`src/rtl/fetch_unit.sv`:
```
// Instruction fetch unit: 2-entry response buffer feeding the IF/ID register, with redirect and flush.
// Optional macro FETCH_BYPASS_EN forwards a response arriving into an empty buffer straight to out_*.
module fetch_unit #(
    parameter logic [31:0] RESET_PC = 32'h0000_3000,
    parameter int          DEPTH    = 2
) (
    input  logic        clk,
    input  logic        reset,
    output logic        imem_req,
    output logic [31:0] imem_addr,
    input  logic [31:0] imem_rdata,
    input  logic        redirect,
    input  logic [31:0] redirect_pc,
    output logic        out_valid,
    input  logic        out_ready,
    output logic [31:0] out_instr,
    output logic [31:0] out_pc,
    output logic [31:0] out_pc4
);

    logic [31:0] fetch_pc;
    logic        inflight;
    logic [31:0] inflight_pc;
    logic [31:0] buf_instr [DEPTH];
    logic [31:0] buf_pc    [DEPTH];
    logic        rd_ptr;
    logic        wr_ptr;
    logic [1:0]  count;
    logic        bypass;
    logic        xfer;
    logic        pop;
    logic        wr_en;
    logic [2:0]  occ;
    logic        unused_ok;

    // The low address bits of a redirect target are forced to zero.
    assign unused_ok = ^redirect_pc[1:0];

`ifdef FETCH_BYPASS_EN
    // A wrong-path response arriving with a redirect is never forwarded.
    assign bypass = (count == 2'd0) && inflight && !redirect && !reset;
`else
    assign bypass = 1'b0;
`endif

    assign out_valid = (count != 2'd0) || bypass;
    assign xfer      = out_valid && out_ready;
    assign pop       = xfer && !bypass;
    assign wr_en     = inflight && !redirect && !(bypass && out_ready);

    // Occupancy the next cycle will see if no new request issues now.
    assign occ       = {1'b0, count} + {2'b00, inflight} - {2'b00, xfer};
    assign imem_req  = !reset && !redirect && (occ < 3'(DEPTH));
    assign imem_addr = fetch_pc;

    always_comb begin
        out_instr = 32'h0;
        out_pc    = 32'h0;
        out_pc4   = 32'h0;
        if (bypass) begin
            out_instr = imem_rdata;
            out_pc    = inflight_pc;
            out_pc4   = inflight_pc + 32'd4;
        end else if (count != 2'd0) begin
            out_instr = buf_instr[rd_ptr];
            out_pc    = buf_pc[rd_ptr];
            out_pc4   = buf_pc[rd_ptr] + 32'd4;
        end
    end

    always_ff @(posedge clk) begin
        if (reset) begin
            fetch_pc    <= RESET_PC;
            inflight    <= 1'b0;
            inflight_pc <= 32'h0;
            rd_ptr      <= 1'b0;
            wr_ptr      <= 1'b0;
            count       <= 2'd0;
            for (int i = 0; i < DEPTH; i++) begin
                buf_instr[i] <= 32'h0;
                buf_pc[i]    <= 32'h0;
            end
        end else begin
            inflight    <= imem_req;
            inflight_pc <= fetch_pc;
            if (redirect) begin
                fetch_pc <= {redirect_pc[31:2], 2'b00};
                rd_ptr   <= 1'b0;
                wr_ptr   <= 1'b0;
                count    <= 2'd0;
            end else begin
                if (imem_req)
                    fetch_pc <= fetch_pc + 32'd4;
                if (wr_en) begin
                    buf_instr[wr_ptr] <= imem_rdata;
                    buf_pc[wr_ptr]    <= inflight_pc;
                    wr_ptr            <= ~wr_ptr;
                end
                if (pop)
                    rd_ptr <= ~rd_ptr;
                case ({wr_en, pop})
                    2'b10:   count <= count + 2'd1;
                    2'b01:   count <= count - 2'd1;
                    default: count <= count;
                endcase
            end
        end
    end

endmodule

```
`config.mk`:
```
export PLATFORM = sky130hd
export DESIGN_NAME = fetch_unit
export DESIGN_NICKNAME = d
export VERILOG_FILES = /design/src/rtl/fetch_unit.sv
export SDC_FILE = /design/constraint.sdc
export NUM_CORES = 1
export LEC_CHECK = 0
export ABC_CLOCK_PERIOD_IN_PS = 5400
export CAP_MARGIN = 10
export CORE_MARGIN = 10
export CORE_UTILIZATION = 45
export CTS_BUF_LIST = sky130_fd_sc_hd__clkbuf_16
export DETAILED_ROUTE_END_ITERATION = 6
export GPL_TIMING_DRIVEN = 0
export MAX_ROUTING_LAYER = met4
export PLACE_DENSITY = 0.72
export SYNTH_ARGS = -nofsm -noshare
export SYNTH_HDL_FRONTEND = slang
export SYNTH_SLANG_ARGS = --single-unit
```
`constraint.sdc`:
```
create_clock -name clk -period 5.4 [get_ports clk]
set_clock_uncertainty 0.05 [all_clocks]
set_input_delay 0.54 -clock clk [delete_from_list [all_inputs] [get_ports clk]]
set_output_delay 0.54 -clock clk [all_outputs]
set_load 0.1 [all_outputs]
```
==> flow_summary.yaml <==
sta:
  slew_viol_final: 0
  timing.fmax_ghz: 0.196
  setup_viol: 0
  fin_crit_ns: 5.09
  fin_ws_ns: 0.310
  hold_viol: 0
  maxSlewHeadroom_pct: 29.3
  worst_pin_slew_ns: 1.06
  final.period_utilization_pct: 94.3
  rsz0062_at_grt: "false"
die:
  core_um2: 20200
  die_h_um: 163
  io_pins: 198
  die_x_um: 163
  rows: 52
  die_area_um2: 26600
  initial_core_util_pct: 45.6
cts:
  cts_buffer_depth: 2
  postCtsSetupBuffers: 0
  tritoncts: "yes"
  clk_latency_ns: 0.43
  post_cts_resized: 3
  cts_htree_levels: 4
  ctsHoldBuffers: 0
  numCtsBuffers: 17
  clock-sinks: 190
  root_buffer: "clkbuf_16"
  path_clk_slew_ns: 0.08
worst_hold_path:
  hold_end: "wr_ptr"
  whs_path_depth: 2
  min_path_type: "reg -> reg"
  min-delay-start: "wr_ptr"
critical_path:
  cp.required_ns: 4.81
  arrival_ns: 4.50
  startpoint_type: "flop"
  cp-end-kind: "primary output"
  timing.rr.end: "imem_addr[22]"
  reg2reg_setup_slack_ns: 1.92
  cp_max_fo: 10
  rr_startpoint: "count[1]"
  path_class: "reg -> out"
  rr_worst_depth: 10
route:
  via_count: 7226
  detail_route.first_pass.iterations: 5
  antenna_left: 0
  wl_per_cell_um: 18.2
  drc: 0
  vias_per_cell: 5.25
  first_iter_violations: 565
  wl_um: 25100
placement:
  place_congestion: 0.894
  dp_slack_ns: 0.291
  place_hpwl_um: 18800
  io_buffers: 188
synth:
  synth_mux_area_share_pct: 7.35
  synthAdderAreaFrac_pct: 0.488
  synthSimpleGateAreaFrac_pct: 24.0
  yosysSeqAreaShare_pct: 54.7
  synth-seq-cells: 190
  syn_avg_cell_area_um2: 10.5
  syn-instance-count: 878
  yosysWarnings: 0
  ys.flop_type: "edfxtp_1"
  synth_top_family_by_area: "simple AND/OR/NAND/NOR gates"
  async_reset_ff_share_pct: 0
  synth_edf_count: 124
  synth-xor-area-share_pct: 2.09
  synth.distinct_cells: 60
  syn-cell-area_um2: 9230
  synth_compound_area_share_pct: 7.95
cells_and_area:
  antenna_cells: 0
  syn_to_final_growth_pct: 31.8
  finalNetCount: 1164
  final_cell_mix: "clkdlybuf4s50_1 (181), and2_1 (131), edfxtp_1 (124), nor2_1 (95), dfxtp_1 (66)"
  layout_commonest_cell: "clkdlybuf4s50_1"
  layout-drive-gt1-share_pct: 5.88
grt:
  grt_pass1_wl_um: 39100
  grt_max_degree: 53
  grt_pass1_vias: 7147
  grt_use_total_pct: 19.1
  grt_overflow: 0
  antenna_found_initial: 0
run_status:
  status: "finished, final reports clean"
power:
  power_mw: 3.36
  irDropWorstVdd_mv: 0.201
  powerDensity_nw_per_um2: 276
  power.leakage_nw: 4.24
job:
  maxCapViolations: 0
-- per-stage QoR --
| stage | util (%) | std cells | setup TNS [ns] | hold WS, ns | area, um2 |
|---|---|---|---|---|---|
| global placement | 56.7 | 1341 | -60.98 | 0.412 | 11500 |
| CTS | 60.0 | 1376 | 0 | 0.451 | 12100 |
| floorplan | - | 883 | 0 | 0.400 | 9250 |
| global route | 60.1 | 1376 | 0 | 0.478 | 12200 |
| finish | 60.1 | 1376 | 0 | 0.451 | 12200 |
| detailed placement | 57.1 | 1344 | 0 | 0.431 | 11600 |
-- report_power, final --
part	internal, mW	switching (mW)
combinational	0.142	0.328
clock	0.662	0.569
sequential	1.61	0.0466
-- routing by layer --
metal | vias to the layer above | track usage (%) | wire (um)
li1 | 3554 | - | -
met1 | 3387 | 25.2 | 11300
met2 | 256 | 29.4 | 11800
met3 | 29 | 3.25 | 1550
met4 | 0 | 6.11 | 463
met5 | - | - | 0
-- cell usage after synthesis (9+ instances only) --
library cell / number / area (um2)
nand3_1: 30 / 150
clkbuf_1: 35 / 131
mux2i_1: 61 / 611
nand4_1: 16 / 100
buf_1: 10 / 37.5
xnor2_1: 14 / 123
nor2b_1: 27 / 169
a21oi_1: 35 / 175
a211oi_1: 9 / 67.6
o211ai_1: 13 / 97.6
dfxtp_1: 66 / 1320
edfxtp_1: 124 / 3720
o21ai_0: 17 / 85.1
inv_1: 10 / 37.5
nor2_1: 95 / 357
nand2_1: 51 / 191
and2_1: 131 / 820
-- worst max path at each step --
stage,end,depth (start not counted)
2_1_floorplan,out_pc4[29],6
6_report,out_pc4[30],9
3_3_place_gp,buf_instr[0][21],4
5_1_grt,out_pc4[30],9
3_5_place_dp,out_pc4[30],9
4_1_cts,out_pc4[26],8
-- kinds of logic after synthesis --
logic type | Yosys count
other | 1
AO/OA/AOI/OAI | 112
XOR/XNOR | 22
multiplexers | 67
flip-flops | 190
AND/OR/NAND/NOR | 411
buffers and inverters | 72
adder cells (fa/ha/maj) | 3
-- registers in the layout, indices dropped and copies added, names as in the netlist, named ones only --
register	flops
buf_instr	64
buf_pc	60
count	2
imem_addr	30
inflight	1
inflight_pc	30
rd_ptr	1
wr_ptr	1
-- area by class of cell --
class                           count  area (um2)
Fill cell                        1708        8080
Sequential cell                   190        5040
Multi-Input combinational cell    621        3900
Timing Repair Buffer              191        1960
Clock buffer                       19         475
Tap cell                          270         338
Buffer                             60         273
Clock inverter                     13         111
Inverter                           12        45.0
-- worst max-delay path: stages (launching register included) --
cell             delay (ns)
dfxtp_1                0.32
buf_2                  0.26
buf_1                  0.55
clkbuf_2               0.43
mux2_2                 0.27
ha_1                   0.32
nand3_1                0.36
nor4_1                 0.45
mux2_2                 0.38
clkdlybuf4s15_1        0.72
No activity file was read; power rests on OpenSTA's default activity.
